`src/rtl/regincr_pkg.sv`:
```
`default_nettype none
// ============================================================================
//  Module   : regincr_pkg
//  Purpose  : Shared types and default configuration for the register-
//             incrementer accumulator stage (state enum, default widths).
//  Revision : 1.0 - initial release
// ============================================================================
package regincr_pkg;

  // Default configuration of the accumulator stage
  localparam int c_DTYPE     = 8;
  localparam int c_ACC_NBITS = 16;
  localparam int c_NSAMPLES  = 4;

  // Accumulator control states
  typedef enum logic [0:0] {
    ACCUM = 1'b0,
    SEND  = 1'b1
  } state_t;

endpackage : regincr_pkg
`default_nettype wire

```
`src/rtl/regincr_sat_add.sv`:
```
`default_nettype none
// ============================================================================
//  Module   : regincr_sat_add
//  Purpose  : Combinational WIDTH-bit adder with carry-out. When the macro
//             REGINCR_ACCUM_SAT_EN is defined the sum clamps to all-ones on
//             carry; otherwise it wraps modulo 2^WIDTH.
//  Revision : 1.0 - initial release
// ============================================================================
module regincr_sat_add #(
  parameter int WIDTH = 16
) (
  input  logic [WIDTH-1:0] a_i,
  input  logic [WIDTH-1:0] b_i,
  output logic [WIDTH-1:0] sum_o,
  output logic             carry_o
);

  // Full-precision sum; the extra top bit is the carry out of WIDTH bits
  logic [WIDTH:0] w_full;

  assign w_full  = {1'b0, a_i} + {1'b0, b_i};
  assign carry_o = w_full[WIDTH];

`ifdef REGINCR_ACCUM_SAT_EN
  // Clamp to the largest representable value when the sum no longer fits
  assign sum_o = w_full[WIDTH] ? {WIDTH{1'b1}} : w_full[WIDTH-1:0];
`else
  // Plain modulo-2^WIDTH wrap
  assign sum_o = w_full[WIDTH-1:0];
`endif

endmodule : regincr_sat_add
`default_nettype wire

```
`src/rtl/regincr_accum.sv`:
```
`default_nettype none
// ============================================================================
//  Module   : regincr_accum
//  Purpose  : Sums NSAMPLES consecutive DTYPE-bit samples (val/rdy input)
//             into an ACC_NBITS accumulator and presents each completed sum
//             with an overflow flag on a val/rdy output port.
//             Optional macro REGINCR_ACCUM_SAT_EN selects saturating
//             accumulation; default build wraps.
//  Revision : 1.0 - initial release
// ============================================================================
module regincr_accum
  import regincr_pkg::*;
#(
  parameter int DTYPE     = c_DTYPE,
  parameter int ACC_NBITS = c_ACC_NBITS,
  parameter int NSAMPLES  = c_NSAMPLES
) (
  input  logic                 clk,
  input  logic                 reset,
  input  logic [DTYPE-1:0]     in_msg,
  input  logic                 in_val,
  output logic                 in_rdy,
  output logic [ACC_NBITS-1:0] out_msg,
  output logic                 out_ovf,
  output logic                 out_val,
  input  logic                 out_rdy
);

  // Count value held when the final sample of a frame is being accepted
  localparam logic [7:0] c_LAST = 8'(NSAMPLES - 1);

  state_t               state_q, state_d;
  logic [ACC_NBITS-1:0] acc_q,   acc_d;
  logic [7:0]           cnt_q,   cnt_d;
  logic                 ovf_q,   ovf_d;

  logic [ACC_NBITS-1:0] w_in_ext;
  logic [ACC_NBITS-1:0] w_add_sum;
  logic                 w_add_carry;
  logic                 w_in_rdy;
  logic                 w_out_val;

  assign w_in_ext = ACC_NBITS'(in_msg);

  regincr_sat_add #(
    .WIDTH (ACC_NBITS)
  ) u_add (
    .a_i     (acc_q),
    .b_i     (w_in_ext),
    .sum_o   (w_add_sum),
    .carry_o (w_add_carry)
  );

  // State, accumulator, counter and overflow flag; cleared immediately on reset
  always_ff @(posedge clk or negedge reset) begin
    if (!reset) begin
      state_q <= ACCUM;
      acc_q   <= '0;
      cnt_q   <= '0;
      ovf_q   <= 1'b0;
    end else begin
      state_q <= state_d;
      acc_q   <= acc_d;
      cnt_q   <= cnt_d;
      ovf_q   <= ovf_d;
    end
  end

  // Next-state and handshake decode; SEND may accept the first sample of the next frame
  always_comb begin
    state_d   = state_q;
    acc_d     = acc_q;
    cnt_d     = cnt_q;
    ovf_d     = ovf_q;
    w_in_rdy  = 1'b0;
    w_out_val = 1'b0;
    case (state_q)
      ACCUM: begin
        w_in_rdy = 1'b1;
        if (in_val) begin
          acc_d = w_add_sum;
          cnt_d = cnt_q + 8'd1;
          ovf_d = ovf_q | w_add_carry;
          if (cnt_q == c_LAST) begin
            state_d = SEND;
          end
        end
      end
      SEND: begin
        w_out_val = 1'b1;
        w_in_rdy  = out_rdy;
        if (out_rdy) begin
          if (in_val) begin
            // Same-cycle restart keeps one result per NSAMPLES cycles
            acc_d   = w_in_ext;
            ovf_d   = 1'b0;
            cnt_d   = 8'd1;
            state_d = (NSAMPLES == 1) ? SEND : ACCUM;
          end else begin
            acc_d   = '0;
            ovf_d   = 1'b0;
            cnt_d   = 8'd0;
            state_d = ACCUM;
          end
        end
      end
      default: begin
        state_d = ACCUM;
      end
    endcase
  end

  // in_rdy must drop as soon as reset is asserted, even though state already reads ACCUM
  assign in_rdy  = reset & w_in_rdy;
  assign out_val = w_out_val;
  assign out_msg = acc_q;
  assign out_ovf = ovf_q;

endmodule : regincr_accum
`default_nettype wire

```
`config.mk`:
```
export PLATFORM = sky130hd
export DESIGN_NAME = regincr_accum
export DESIGN_NICKNAME = d
export VERILOG_FILES = /design/src/rtl/regincr_pkg.sv /design/src/rtl/regincr_sat_add.sv /design/src/rtl/regincr_accum.sv
export SDC_FILE = /design/constraint.sdc
export NUM_CORES = 1
export LEC_CHECK = 0
export CELL_PAD_IN_SITES_DETAIL_PLACEMENT = 1
export CELL_PAD_IN_SITES_GLOBAL_PLACEMENT = 1
export CORE_UTILIZATION = 39
export DETAILED_ROUTE_END_ITERATION = 10
export PLACE_DENSITY_LB_ADDON = 0.1
export SETUP_SLACK_MARGIN = 0.4
export SLEW_MARGIN = 15
export SYNTH_ARGS = -nofsm -noshare
export SYNTH_HDL_FRONTEND = slang
export SYNTH_SLANG_ARGS = --single-unit
```
`constraint.sdc`:
```
create_clock -name clk -period 2.6 [get_ports clk]
set_input_delay 0.78 -clock clk [delete_from_list [all_inputs] [get_ports clk]]
set_output_delay 0.78 -clock clk [all_outputs]
set_load 0.02 [all_outputs]
```
==> flow_metrics.tcl, run 1 <==
set metrics [dict create \
    reg2reg_depth 7 \
    num_rows 22 \
    initial_utilization_pct 41.6 \
    cp-start-kind "input port" \
    fin_ws_ps 403 \
    place_area_um2 2050 \
    hold_viol 0 \
    crit_chain "clkdlybuf4s50_1 -> ha_2 -> buf_4 -> a31oi_4 -> or3_1 -> a21oi_1" \
    synth-seq-cells 26 \
    root_buffer "clkbuf_8" \
    worst-path-stages 6 \
    cts_tree "yes" \
    clk-insertion-delay-late_ps 270 \
    relSlewSlack_pct 70.7 \
    max_freq_mhz 455 \
    drv_cap 0 \
    status "complete, no violations" \
    antenna_cells 0 \
    fin_crit_ps 2200 \
    synth_edf_count 0 \
    synth-async-reset-ratio_pct 100 \
    multi_input_area_um2 1050 \
    postSynthCellCount 167 \
    ys_seq_area_share_pct 41.5 \
    first_iter_violations 35 \
    fin_skew_ps 3.94 \
    synth_top_area_share_pct 41.5 \
    die_x_um 65.4 \
    ios 31 \
    placed_cells 254 \
    dieArea_um2 4280 \
    synth_nets 189 \
    drtPass1Iterations 4 \
    grt_antenna_before_repair 0 \
    drc 0 \
    wl_mm 5.12 \
    overflow 0 \
    yosysUniqueCellTypes 36 \
    synth_area_leaders "dfrtp_1 (41%), ha_1 (7.2%), nand2_1 (6.2%)" \
    layout-drive-gt1-share_pct 23.3 \
    critPathKind "input port to flop" \
    route.vias.total 1513 \
    worstMarginPinSlew_ps 439 \
    synth_area_per_cell_um2 9.40 \
    ctsHoldBuffers 0 \
    cp_max_fo 8 \
    worst-path-buf-inv 2 \
    nFillCells 414 \
    p_per_area_nw_per_um2 1120 \
    ys_warn_count 0 \
    critPathArrivalTime_ps 2400 \
    area_growth_pct 46.8 \
    grt_pass1_vias 1652 \
    cts_buffers 3 \
    max_stage_delay_ps 450 \
    tns_ps 0 \
    whs_path_depth 1 \
    seq_area_um2 651 \
    slew_viol_final 0 \
    synth.cell_area_um2 1570 \
    core_area_um2 3770 \
    fin_cells 263 \
    numClockSinks 26 \
    clk_pin_slew_ps 100 \
    period_share_pct 84.5 \
    die_y_um 65.4 \
    fin_area_um2 2300 \
    ant_nets 0 \
    hold_class "flop to flop" \
    rsz0062_at_grt "true" \
    hpwlAfterDp_mm 3.25 \
    grt_use_total_pct 24.8 \
    critPathRequiredTime_ps 2810 \
    vias_per_cell 5.75 \
    worst_path_max_delay_cell "clkdlybuf4s50_1" \
    routedWlPerCell_um 19.5 \
    clk_path_buf_depth 2 \
    grt_first_pass_wirelength_mm 8.01 \
    layout.nets 238 \
    leakage_nw 1.04 \
    cp_top_family "buffers and inverters" \
    gp_congestion 0.849 \
    peakVddDrop_uv 653 \
    synth_flop_cell "dfrtp_1" \
    setup_viol 0 \
    synth_area_leader_cell "dfrtp_1" \
    port-buffer-count 30 \
    cts_max_level 1 \
    dp_worst_setup_slack_ps -313 \
    crit_path_end_kind "flop" \
    grt_max_degree 27 \
]
==> timing repair <==
action                                  CTS  global route
buffers inserted                          4             1
endpoints found under the setup margin   15            10
pin swaps                                11             8
resized for setup                        36            14
gates cloned                              0             0
==> final timing paths <==
check / endpoint / from / slack [ps]
max in group asynchronous: out_msg[3]$_DFFE_PN0P_ / reset / 1760
max: out_msg[15]$_DFFE_PN0P_ / in_msg[7] / 400
min in group asynchronous: cnt_q[4]$_DFFE_PN0P_ / reset / 570
min: cnt_q[7]$_DFFE_PN0P_ / cnt_q[7]$_DFFE_PN0P_ / 520
min reg2reg: cnt_q[7]$_DFFE_PN0P_ / cnt_q[7]$_DFFE_PN0P_ / 520
max reg2reg: out_msg[10]$_DFFE_PN0P_ / out_msg[0]$_DFFE_PN0P_ / 590
==> state kept, by name, summed over array words and instances, names as in the netlist <==
register / cells
state_q: 1
cnt_q: 8
out_ovf: 1
out_msg: 16
==> cells in the final DEF (no fill, tap or decap), types with 2 or more instances in the layout <==
cell type,instances
xor2_1,4
a22o_1,4
o211ai_1,2
dlygate4sd2_1,6
o31ai_1,2
buf_6,2
dfrtp_1,26
a21o_1,2
nand2_1,25
inv_1,3
a21oi_1,6
nand4_1,2
nand3_1,10
nor2_1,12
dlymetal6s2s_1,2
xnor2_1,4
mux2i_1,6
a31oi_1,2
o21ai_1,2
and3_1,3
clkbuf_8,3
ha_4,7
clkdlybuf4s50_1,18
o221ai_1,4
buf_4,20
o21ai_0,8
==> logic make-up after synthesis <==
group,share of synthesized area (%)
buffers and inverters,2.55
adder cells (fa/ha/maj),8.45
AND/OR/NAND/NOR,17.1
flip-flops,41.5
AO/OA/AOI/OAI,22.1
multiplexers,3.83
XOR/XNOR,4.47
==> Yosys cell counts, types with 5 or more instances <==
cell type,count
dfrtp_1,26
nand2_1,26
nor2_1,12
o21ai_0,11
nand3_1,10
ha_1,9
a21oi_1,8
mux2i_1,6
clkbuf_1,5
==> metrics by stage <==
stage / hold WS [ps] / power [W] / utilization (%)
3_3_place_gp: 465 / 0.00190 / 54.3
3_5_place_dp: 508 / 0.00196 / 54.3
2_1_floorplan: 436 / 0.00145 / -
6_report: 523 / 0.00258 / 61.1
4_1_cts: 528 / 0.00250 / 59.6
5_1_grt: 546 / 0.00275 / 61.1
==> layer usage <==
metal / part of all wire [%] / wire length (um) / track usage (%) / up-vias
met4: 0.94 / 48 / 7.34 / 0
met3: 2.0 / 104 / 2.95 / 6
met1: 43 / 2220 / 31.3 / 769
met2: 54 / 2750 / 43.8 / 27
met5: 0 / 0 / 0 / -
li1: - / - / - / 711
==> where the power goes <==
group	internal, W	total [W]	switching, W
sequential	0.000531	0.000695	0.000164
combinational	0.000760	0.00154	0.000784
clock	0.000206	0.000345	0.000139
total	0.00150	0.00258	0.00109
==> area by class of cell <==
type	count	share of cell area, %
clock buffers	3	1.79
clock inverters	1	1.30
inverters	3	0.489
multi-input cells	131	45.6
flip-flops and latches	26	28.2
well taps	48	2.61
repair buffers	51	20.0
==> worst register-to-register path, stage by stage (launching register included) <==
cell and delay, ps:
dfrtp_1 430, ha_4 190, fa_2 390, a21o_1 190
o21ai_2 220, a32oi_4 180, nand4_1 140, mux2i_1 200
No activity file was read; power rests on OpenSTA's default activity.
==> inputs of run 2 (changes only) <==
--- a/config.mk
+++ b/config.mk
@@ -7,7 +7,7 @@
 export LEC_CHECK = 0
 export CELL_PAD_IN_SITES_DETAIL_PLACEMENT = 1
 export CELL_PAD_IN_SITES_GLOBAL_PLACEMENT = 1
-export CORE_UTILIZATION = 39
+export CORE_UTILIZATION = 35
 export DETAILED_ROUTE_END_ITERATION = 10
 export PLACE_DENSITY_LB_ADDON = 0.1
 export SETUP_SLACK_MARGIN = 0.4
==> constraint.sdc (replaced) <==
create_clock -name clk -period 1.9 [get_ports clk]
set_input_delay 0.57 -clock clk [delete_from_list [all_inputs] [get_ports clk]]
set_output_delay 0.57 -clock clk [all_outputs]
set_load 0.02 [all_outputs]
==> flow_metrics.tcl, run 2 (synthesis results as in run 1) <==
set metrics [dict create \
    place_area_um2 2180 \
    drv_cap 0 \
    overflow 0 \
    area_growth_pct 70.6 \
    crit_chain "ha_4 -> buf_4 -> a211oi_2 -> buf_4 -> o211ai_4 -> a31oi_4 -> buf_6 -> o211ai_1 -> o31ai_1" \
    route.vias.total 1723 \
    die_x_um 69.0 \
    relSlewSlack_pct 75.7 \
    max_stage_delay_ps 430 \
    internal-power_w 0.00255 \
    period_share_pct 103 \
    hpwlAfterDp_mm 3.60 \
    cp-endpoint "out_msg[9]$_DFFE_PN0P_" \
    cts_max_level 1 \
    crit_path_end_kind "flop" \
    fin_crit_ps 1970 \
    rsz0062_at_grt "true" \
    cp_max_fo 6 \
    cp-startpoint "out_msg[0]$_DFFE_PN0P_" \
    layout_commonest_cell "buf_4" \
    drtPass1Iterations 4 \
    fin_ws_ps -66.4 \
    wl_mm 6.29 \
    antenna_cells 0 \
    cp_common_cell "buf_4" \
    grt_pass1_vias 1852 \
    gp_congestion 0.857 \
    layout-drive-gt1-share_pct 49.6 \
    nFillCells 459 \
    multi_input_area_um2 1160 \
    worst-path-stages 9 \
    power_w 0.00440 \
    seq_area_um2 651 \
    num_rows 23 \
    hold_class "input port to asynchronous set/reset pin" \
    worstReg2RegStart "out_msg[0]$_DFFE_PN0P_" \
    r2r_slack_ps -70 \
    placed_cells 267 \
    cts_buffers 3 \
    switchingPower_w 0.00185 \
    grt_use_total_pct 27.1 \
    worst-path-buf-inv 3 \
    grt_first_pass_wirelength_mm 9.20 \
    critPathRequiredTime_ps 2090 \
    switching_share_pct 42.0 \
    p_per_area_nw_per_um2 1650 \
    worstMarginPinSlew_ps 360 \
    dp_worst_setup_slack_ps -736 \
    reg2reg_depth 9 \
    fin_cells 300 \
    port-buffer-count 30 \
    first_iter_violations 98 \
    cp-start-kind "flop" \
    status "finished, violations left" \
    peakVddDrop_uv 805 \
    critPathKind "flop to flop" \
    leakage_nw 1.26 \
    comb_power_share_pct 68.0 \
    fin_area_um2 2680 \
    p_seq_share_pct 21.0 \
    core_area_um2 4140 \
    ant_nets 0 \
    grt_max_degree 27 \
    critPathArrivalTime_ps 2160 \
    numClockSinks 26 \
    hold_viol 0 \
    layout.nets 273 \
    dieArea_um2 4750 \
    routedWlPerCell_um 21.0 \
    root_buffer "clkbuf_8" \
    initial_utilization_pct 37.9 \
    fin_skew_ps 2.89 \
    ios 31 \
    clk-insertion-delay-late_ps 280 \
    largest_reg_flops 16 \
    timing.rr.end "out_msg[9]$_DFFE_PN0P_" \
    final_util_pct 64.6 \
    vias_per_cell 5.74 \
    die_y_um 69.0 \
    violations "setup timing" \
    cp_top_family "compound AO/OA/AOI/OAI gates" \
    clk_pin_slew_ps 100 \
    slew_viol_final 0 \
    worst_path_max_delay_cell "dfrtp_1" \
    drc 0 \
    final_cell_mix "buf_4 (38), dfrtp_1 (26), buf_6 (26)" \
    max_freq_mhz 509 \
    setup_viol 8 \
    clkPwrFrac_pct 11.0 \
    cts_tree "yes" \
    grt_antenna_before_repair 0 \
    clk_path_buf_depth 2 \
]
run 2: cell count changes in the layout (fill, tap and decap cells not counted), moves of 3 or more:
cell and change:
a21oi_2 +3, a21oi_1 -4, buf_6 +24, clkdlybuf4s50_1 -18, clkdlybuf4s15_2 +3, buf_4 +18
o21ai_2 +3, buf_2 +13, o21ai_0 -5, dlygate4sd2_1 -3
run 2: stage by stage:
step / TNS [ps] / hold WS, ps
after floorplan: -254 / 274
after global placement: -9760 / 461
after detailed placement: -10780 / 480
after CTS: -43.3 / 467
after global routing: -1270 / 465
final: -302 / 440
run 2: cell type report:
class	count	area share (%)
well taps	50	2.34
multi-input cells	131	43.2
clock buffers	3	1.54
repair buffers	86	27.0
inverters	3	0.421
clock inverters	1	1.12
flip-flops and latches	26	24.3
run 2: how the worst min path moves through the flow:
stage	endpoint	slack, ps	depth (start not counted)
finish	out_msg[1]$_DFFE_PN0P_	440	2
floorplan	cnt_q[0]$_DFFE_PN0P_	270	0
detailed placement	cnt_q[7]$_DFFE_PN0P_	480	1
CTS	out_msg[2]$_DFFE_PN0P_	470	2
global placement	cnt_q[7]$_DFFE_PN0P_	460	1
global route	out_msg[1]$_DFFE_PN0P_	460	2
run 2: power groups by stage:
stage,Sequential [W],Combinational (W),Clock [W]
2_1_floorplan,0.00105,0.00101,0
3_3_place_gp,0.000914,0.00188,0
3_5_place_dp,0.000931,0.00197,0
4_1_cts,0.000920,0.00259,0.000483
5_1_grt,0.000953,0.00319,0.000509
6_report,0.000926,0.00299,0.000485
run 2: metal layers:
layer	global-route usage, %	wire length (um)
met3	3.78	238
met2	53.3	3490
met5	0	0
met1	29.2	2390
met4	8.16	172
run 2: timing repair:
action | in CTS | in global routing
endpoints found under the hold margin | 0 | 0
setup buffers | 22 | 6
gates cloned | 0 | 1
resized for setup | 153 | 28
pin swaps | 27 | 14
endpoints found under the setup margin | 45 | 33
hold buffers | 0 | 0
run 2: worst register-to-register path, stage by stage (launching register included):
cell and delay [ps]:
dfrtp_1 430, ha_4 180, buf_4 130, a211oi_2 240, buf_4 180, o211ai_4 110, a31oi_4 310, buf_6 150
o211ai_1 90, o31ai_1 70
==> inputs of run 3 (changes only) <==
--- a/config.mk
+++ b/config.mk
@@ -7,7 +7,7 @@
 export LEC_CHECK = 0
 export CELL_PAD_IN_SITES_DETAIL_PLACEMENT = 1
 export CELL_PAD_IN_SITES_GLOBAL_PLACEMENT = 1
-export CORE_UTILIZATION = 35
+export CORE_UTILIZATION = 42
 export DETAILED_ROUTE_END_ITERATION = 10
 export PLACE_DENSITY_LB_ADDON = 0.1
 export SETUP_SLACK_MARGIN = 0.4
==> constraint.sdc (replaced) <==
create_clock -name clk -period 2.3 [get_ports clk]
set_input_delay 0.69 -clock clk [delete_from_list [all_inputs] [get_ports clk]]
set_output_delay 0.69 -clock clk [all_outputs]
set_load 0.02 [all_outputs]
==> flow_metrics.tcl, run 3 (synthesis results as in run 1) <==
set metrics [dict create \
    cp-start-kind "input port" \
    grt_use_total_pct 33.7 \
    cp_top_family "compound AO/OA/AOI/OAI gates" \
    cp-startpoint "in_msg[0]" \
    hold_viol 0 \
    max_stage_delay_ps 340 \
    die_x_um 63.1 \
    area_growth_pct 58.5 \
    initial_utilization_pct 45.2 \
    top_usage_layer "met2" \
    die_y_um 63.1 \
    clk_pin_slew_ps 100 \
    leakage_nw 1.16 \
    gr-usage-met3_pct 3.80 \
    ant_nets 0 \
    grt_antenna_before_repair 0 \
    worst-path-buf-inv 1 \
    worst_path_max_delay_cell "fa_2" \
    fin_crit_ps 2140 \
    status "complete, no violations" \
    final_cell_mix "buf_4 (32), dfrtp_1 (25), nand2_1 (23)" \
    num_rows 21 \
    largest_reg_flops 16 \
    cp_max_fo 6 \
    hold_slack_ps 527 \
    root_buffer "clkbuf_8" \
    met2_usage_pct 63.7 \
    overflow 0 \
    grt_pass1_vias 1824 \
    drc 0 \
    cts_max_level 1 \
    worstMarginPinSlew_ps 396 \
    dieArea_um2 3980 \
    port-buffer-count 30 \
    clk-insertion-delay-late_ps 290 \
    hpwlAfterDp_mm 3.57 \
    p_per_area_nw_per_um2 1370 \
    ctsHoldBuffers 0 \
    layout.nets 254 \
    drv_cap 0 \
    grt_first_pass_wirelength_mm 9.89 \
    power_w 0.00339 \
    relSlewSlack_pct 73.3 \
    numClockSinks 26 \
    drtPass1Iterations 4 \
    max_freq_mhz 468 \
    crit_chain "buf_8 -> ha_4 -> fa_2 -> a21o_1 -> o21ai_4 -> a32oi_4 -> nand3_2 -> mux2i_1" \
    slew_viol_final 0 \
    period_share_pct 92.9 \
    crit_path_end_kind "flop" \
    routedWlPerCell_um 26.0 \
    worstReg2RegStart "out_msg[0]$_DFFE_PN0P_" \
    critPathRequiredTime_ps 2480 \
    cts_tree "yes" \
    route.vias.total 1737 \
    peakVddDrop_uv 834 \
    layout-drive-gt1-share_pct 36.8 \
    clk_path_buf_depth 2 \
    critPathArrivalTime_ps 2320 \
    grt_max_degree 27 \
    rsz0062_at_grt "true" \
    wl_mm 7.21 \
    first_iter_violations 113 \
    cts_buffers 3 \
    fin_skew_ps 6.92 \
    setup_viol 0 \
    gp_congestion 0.799 \
    use_met1_pct 38.5 \
    core_area_um2 3470 \
    critPathKind "input port to flop" \
    ios 31 \
    layout_commonest_cell "buf_4" \
    vias_per_cell 6.27 \
    hold_class "input port to asynchronous set/reset pin" \
    antenna_cells 0 \
]
-- run 3: power by group --
| group | total, W | internal, W | switching, W |
|---|---|---|---|
| combinational | 0.00218 | 0.00102 | 0.00116 |
| sequential | 0.000814 | 0.000602 | 0.000212 |
| clock | 0.000399 | 0.000234 | 0.000166 |
-- run 3: worst paths after layout --
check	to	slack, ps	cells past startpoint
setup / recovery	out_msg[12]$_DFFE_PN0P_	160	8
hold / removal	cnt_q[2]$_DFFE_PN0P_	530	2
setup reg to reg	out_msg[12]$_DFFE_PN0P_	200	7
hold reg to reg	out_msg[10]$_DFFE_PN0P_	530	1
max in group asynchronous	out_msg[1]$_DFFE_PN0P_	1480	2
min in group clk	out_msg[10]$_DFFE_PN0P_	530	1
-- run 3: what timing repair did --
item / 4_1_cts / 5_1_grt
gates resized for setup: 72 / 27
endpoints found under the hold margin: 0 / 0
pin swaps: 22 / 16
buffers inserted: 9 / 6
setup endpoints to repair: 37 / 14
-- run 3: area by class of cell --
| type | instances | area (um^2) |
|---|---|---|
| clock buffers | 3 | 41.3 |
| fillers | 364 | 982 |
| clock inverters | 1 | 30.0 |
| inverters | 3 | 11.3 |
| flip-flops and latches | 26 | 652 |
| repair buffers | 67 | 562 |
| well taps | 46 | 57.6 |
| multi-input cells | 131 | 1130 |
-- run 3: per-layer routing --
metal | vias up | share of wire, %
met4 | 0 | 5.0
met2 | 91 | 51
li1 | 745 | -
met5 | - | 0
met1 | 864 | 39
met3 | 37 | 4.6
-- run 3: metrics by stage --
stage / TNS [ps] / utilization (%) / instances / worst slack, ps / cell area (um^2)
2_1_floorplan: 0 / - / 167 / 200 / 1620
3_3_place_gp: -4220 / 61.0 / 258 / -422 / 2120
3_5_place_dp: -4800 / 61.0 / 258 / -483 / 2120
4_1_cts: 0 / 67.0 / 271 / 248 / 2320
5_1_grt: 0 / 71.7 / 277 / 113 / 2490
6_report: 0 / 71.7 / 277 / 164 / 2490
